**config.mk**
```make
export PLATFORM = sky130hd
export DESIGN_NAME = complex_word_reader
export DESIGN_NICKNAME = d
export VERILOG_FILES = /design/src/rtl/complex_word_reader.sv
export SDC_FILE = /design/constraint.sdc
export NUM_CORES = 1
export LEC_CHECK = 0
export BUFFER_PORTS_ARGS = -buffer_cell sky130_fd_sc_hd__buf_4
export CORE_AREA = 2 2 171 173
export CTS_CLUSTER_SIZE = 25
export DETAILED_ROUTE_END_ITERATION = 10
export DIE_AREA = 0 0 173 175
export GPL_TIMING_DRIVEN = 0
export HOLD_SLACK_MARGIN = 0.1
export SYNTH_ARGS = -nofsm -noshare
export SYNTH_HDL_FRONTEND = slang
export SYNTH_SLANG_ARGS = --single-unit
```
**constraint.sdc**
```tcl
create_clock -name clock -period 8.17 [get_ports clock]
set_input_delay 2.451 -clock clock [delete_from_list [all_inputs] [get_ports clock]]
set_output_delay 2.451 -clock clock [all_outputs]
set_load 0.03 [all_outputs]
```
**src/rtl/complex_word_reader.sv**
```systemverilog
// complex_word_reader: buffers packed {real, imag} words and serializes them real-first onto a valid/ready bus
module complex_word_reader #(
  parameter int DEPTH  = 4,
  parameter int DATA_W = 32
) (
  input  logic                      clock,
  input  logic                      reset,
  input  logic [2*DATA_W-1:0]       in_data,
  input  logic                      in_valid,
  output logic                      in_ready,
  output logic [DATA_W-1:0]         out_word,
  output logic                      out_is_imag,
  output logic                      out_valid,
  input  logic                      out_ready,
  output logic [$clog2(DEPTH):0]    level
);
  localparam int AW = $clog2(DEPTH);
  localparam logic [1:0] IDLE = 2'd0, REAL = 2'd1, IMAG = 2'd2;
  logic [1:0] state;
  logic [2*DATA_W-1:0] mem [DEPTH];
  logic [2*DATA_W-1:0] head;
  logic [DATA_W-1:0] hold;
  logic [AW-1:0] wr_ptr, rd_ptr;
  logic push, pop;
  assign in_ready = level != (AW+1)'(DEPTH);
  assign push = in_valid && in_ready;
  // a pop loads the next word straight into the output stage, so IDLE and IMAG->REAL share it
  assign pop = level != '0 && (state == IDLE || (state == IMAG && out_ready));
  assign head = mem[rd_ptr];
  always_ff @(posedge clock)
    if (push) mem[wr_ptr] <= in_data;
  always_ff @(posedge clock or negedge reset)
    if (!reset) begin
      wr_ptr      <= '0;
      rd_ptr      <= '0;
      level       <= '0;
      hold        <= '0;
      out_word    <= '0;
      out_is_imag <= 1'b0;
      out_valid   <= 1'b0;
      state       <= IDLE;
    end else begin
      if (push) wr_ptr <= wr_ptr + AW'(1);
      if (pop) rd_ptr <= rd_ptr + AW'(1);
      level <= level + (AW+1)'(push) - (AW+1)'(pop);
      if (pop) begin
        hold        <= head[DATA_W-1:0];
        out_word    <= head[2*DATA_W-1:DATA_W];
        out_is_imag <= 1'b0;
        out_valid   <= 1'b1;
        state       <= REAL;
      end else if (state == REAL && out_ready) begin
        out_word    <= hold;
        out_is_imag <= 1'b1;
        state       <= IMAG;
      end else if (state == IMAG && out_ready) begin
        out_valid   <= 1'b0;
        state       <= IDLE;
      end
    end
endmodule

```
======== After elaboration in Yosys (flattened, before gate mapping) ========
Memory sizes are Yosys's and may differ from the RTL's.
Index checks and enable logic that the tools add are counted.
cells by class
  $add $sub $neg .......................... 4
  equal/unequal tests ..................... 4
  shift operators ......................... 0
  bitwise logic cells ..................... 0
  reduce and logical (&&, ||, !) cells .... 11
  multipliers ............................. 0
  magnitude comparators ................... 0
  div/mod/pow operators ................... 0
  muxes and demuxes ....................... 12
operators by type and width
  kind                                                 number
  2-to-1 mux 32 bit                                    2
  2-to-1 mux 1 bit                                     7
  2-to-1 mux 2 bit                                     3
  nonzero test 3 bit                                   2
  adder 2 x 1 -> 2 bit, second input constant          2
  logical AND 1 bit                                    4
  nonzero test 2 bit                                   2
  adder 3 x 1 -> 3 bit                                 1
  != test 3 bit, second input constant                 1
  subtractor 3 x 1 -> 3 bit                            1
  equality test 2 x 1 -> 1 bit, second input constant  1
  equality test 2 bit, second input constant           1
  zero test 2 bit                                      1
  != test 2 bit, second input constant                 1
  AND reduction 2 bit                                  1
  logical OR 1 bit                                     1
storage, ports and cells
  memories ................................ 1
  bits in read-only memories .............. 0
  register bits ........................... 75
  latch bits .............................. 0
  memory bits (writable) .................. 256
  output and inout port bits .............. 38
  input port bits ......................... 68
memories
  memory  depth  bits a word  read ports  clocked after memory_dff  wr ports  line  RTL
  mem     4      64           1           0                         1         20    logic [2*DATA_W-1:0] mem [DEPTH];

======== Depth between registers and ports, before layout ========
  depth in word-level cells ............... 6
  mapped depth ............................ 11
  gate-level depth less buffers ........... 10

======== Worst setup path after synthesis ========
OpenSTA, ideal clock, no wires.
  path kind ............................... input-to-reg
  from .................................... in in_valid
  to ...................................... mem mem[3][0] (netlist name), enable pin
  stages on the path ...................... 1
  setup time .............................. 0.429 ns
  data arrival time ....................... 4.006 ns
  setup slack ............................. 3.735 ns
  path buffers ............................ 0
  data required time ...................... 7.741 ns
  cells stage by stage .................... and3_1
on the way
  cells in the longest elaborated chain, start to end .. 3
RTL lines
  item                                    line  RTL
  start, declared                         9     input logic in_valid,
  logical AND 1 bit                       26    assign push = in_valid && in_ready;
  2-to-1 mux 1 bit                        31    if (push) mem[wr_ptr] <= in_data;
  2-to-1 mux 1 bit (implied by the code)  31
  end, declared                           20
No other way between the ends.

======== Final worst setup path ========
  from .................................... in out_ready
  to ...................................... reg level[2]
on the way
  cells in the longest elaborated chain, start to end .. 4
RTL lines
  item                       line  RTL
  start, declared            14    input logic out_ready,
  logical AND 1 bit          28    assign pop = level != '0 && (state == IDLE || (state == IMAG && out_ready));
  logical OR 1 bit           28
  logical AND 1 bit          28
  named net pop              24    logic push, pop;
  subtractor 3 x 1 -> 3 bit  45    level <= level + (AW+1)'(push) - (AW+1)'(pop);
  end signal, assigned       45
  end, declared              15    output logic [$clog2(DEPTH):0] level
The timed path passes the listed nets, and every way through them passes these cells.
A chain may end at the register's enable or synchronous reset.

==> reports/qor.yml <==
power_density_nw_per_um2: 395
status: "finished clean"
netlist_instances: 552
num_rows: 62
r2r_start: "level[1]"
startpoint_type: "input pin"
synthTopCellsByArea: "edfxtp_1 (61%), dfrtp_1 (15%), mux4_2 (11%)"
tns_ns: 0
end_kind: "register"
core_sq_um: 28400
yosysTopAreaCell: "edfxtp_1"
grt_pass1_wl_mm: 37.5
worstPathArrival_ns: 4.63
grt_pass1_vias: 6299
cts_buffers: 37
slew_violations: 0
drive_gt1_frac: 0.485
finalHoldViolations: 0
synth.distinct_cells: 26
yosysSeqAreaShare: 0.755
slowest_delay_ns: 0.41
design_area_sq_um: 15300
dieWidth_um: 173
dieArea_sq_um: 30300
cts-root-buf: "clkbuf_16"
synth.top_cell.area_share: 0.607
power.leakage_nw: 5.59
gr-total-overflow: 0
wl_per_cell_um: 21.8
critical_path_class: "input pin to register"
place_area_sq_um: 14100
cts_max_path_buffers: 3
layoutNonFillerInstCount: 1112
slowest_stage: "fa_1"
htree_levels: 2
via_per_inst: 5.17
cts_tree: "yes"
rsz0062_at_grt: "false"
initial_utilization: 0.446
die_h_um: 175
gp_congestion: 0.699
setup_viol: 0
min_from: "hold[30]"
remaining_drc_errors: 0
grt_max_degree: 76
cap_violations: 0
antennaDiodeCount: 0
syn_nets: 627
path_clk_slew_ns: 0.06
ctsHoldBuffers: 0
period_share: 0.514
critPathRequiredTime_ns: 8.60
ios: 106
drtPass1Iterations: 4
crit_path_frequent_cell: "buf_4"
crit_start: "out_ready"
synth_enable_flop_cells: 256
synth_warnings: 0
ctsResizeCount: 0
io_buffers: 105
ir_drop_v: 0.000232
antenna_found_initial: 1
synthArstFlopShare: 0.227
ys_seq_elements: 331
fmax_mhz: 238
cts.sinks: 331
dpl.hpwl_mm: 14.9
dominantRegCellSynth: "edfxtp_1"
n_fill_cell: 2242
drt_iter0_drc: 335
post-cts-setup-buffers: 0
vias: 5753
path_cells: "buf_4, nor2b_1, nor3_4, buf_4, buf_4, ha_1, inv_1, ha_1, inv_1, fa_1, xnor2_1, xnor2_1"
min_period_ns: 4.20
insertion_delay_ns: 0.51
syn_area_per_cell_sq_um: 23.0
drt-total-wl_mm: 24.2
ant_nets: 0
fin_nets: 775
max_slew_margin: 0.276
path_max_fanout: 10
area_growth_pct: 20.7
hold_class: "register to register"
synth_area_sq_um: 12700
clock-skew-final_ns: 0.0126
grt_usage: 0.164
tightestPinTransition_ns: 1.09
synth_most_common_cell: "edfxtp_1"
yosys-top-cells-count: "edfxtp_1 (256), dfrtp_1 (75), mux2_2 (69), mux4_2 (64), mux2_4 (28)"
dpl.cell_count: 1045
power by group:
group | leakage (nW) | switching (mW) | total, mW | internal, mW
logic | 1.75 | 0.936 | 1.91 | 0.974
registers | 3.22 | 0.179 | 2.48 | 2.31
clock network | 0.613 | 0.635 | 1.65 | 1.02
total | 5.59 | 1.75 | 6.05 | 4.30
sequential cells by signal, summed over array words and instances, names as in the netlist:
name         flops
level            3
mem            256
state            2
hold            32
out_word        32
rd_ptr           2
out_valid        1
out_is_imag      1
wr_ptr           2
kinds of logic (layout without fill, tap and decap cells):
kind of cell | after synthesis | after routing | synth area share
mux | 161 | 161 | 0.208
compound gates | 4 | 4 | 0.00197
xor+xnor | 5 | 5 | 0.00346
fa+ha+maj | 7 | 7 | 0.00750
simple gates | 13 | 13 | 0.00879
flops | 331 | 331 | 0.755
buf+inv | 31 | 207 | 0.0154
worst max-delay path, delay by kind of cell:
family / cells / cell delay (ns)
and+or+nand+nor: 2 / 0.37
buffers and inverters: 5 / 0.65
xor gates and xnor gates: 2 / 0.32
adders and majority gates: 3 / 0.82
placed cells by master, fill, tap and decap left out, drive strengths merged, types with 2 or more instances in the layout:
master	Yosys	layout
nor3	2	2
mux4	64	64
edfxtp	256	256
inv	7	9
xor2	2	2
ha	6	6
dfrtp	75	75
bufinv	0	4
buf	19	128
clkinv	0	13
xnor2	3	3
mux2	97	97
a21o	2	2
and3	4	4
o21ai	2	2
clkbuf	5	53
final timing paths:
path / endpoint / slack [ns] / cells past startpoint
max in group asynchronous: hold[2] / 5.33 / 1
min: hold[30] / 0.50 / 1
min reg2reg: hold[30] / 0.50 / 1
max: level[2] / 3.97 / 12
min in group asynchronous: out_word[21] / 2.13 / 1
max reg2reg: level[2] / 5.45 / 11
routing by layer:
metal / share of wire / global-route usage / vias to the layer above
met1: 0.42 / 0.212 / 3034
met2: 0.51 / 0.281 / 132
met3: 0.047 / 0.0339 / 51
met4: 0.026 / 0.0491 / 2
met5: 0.00066 / 0 / -
li1: - / - / 2534
final cells by class:
| cell class | count | area (sq um) | area share |
|---|---|---|---|
| Buffer | 24 | 169 | 0.0110 |
| Clock buffer | 48 | 1030 | 0.0673 |
| Clock inverter | 19 | 199 | 0.0130 |
| Inverter | 7 | 26.3 | 0.00172 |
| Multi-Input combinational cell | 190 | 2930 | 0.192 |
| Sequential cell | 331 | 9560 | 0.625 |
| Tap cell | 384 | 480 | 0.0314 |
| Timing Repair Buffer | 109 | 898 | 0.0587 |
metrics by stage:
step                 util  power (mW)  hold WS, ns  setup slack (ns)
floorplan               -        3.85        0.477              3.74
global placement    0.491        4.40        0.485              2.30
detailed placement  0.496        4.48        0.497              3.44
CTS                 0.539        6.14        0.509              3.96
global route        0.539        6.34        0.526              3.79
finish              0.539        6.05        0.501              3.97
No activity file was read; power rests on OpenSTA's default activity.
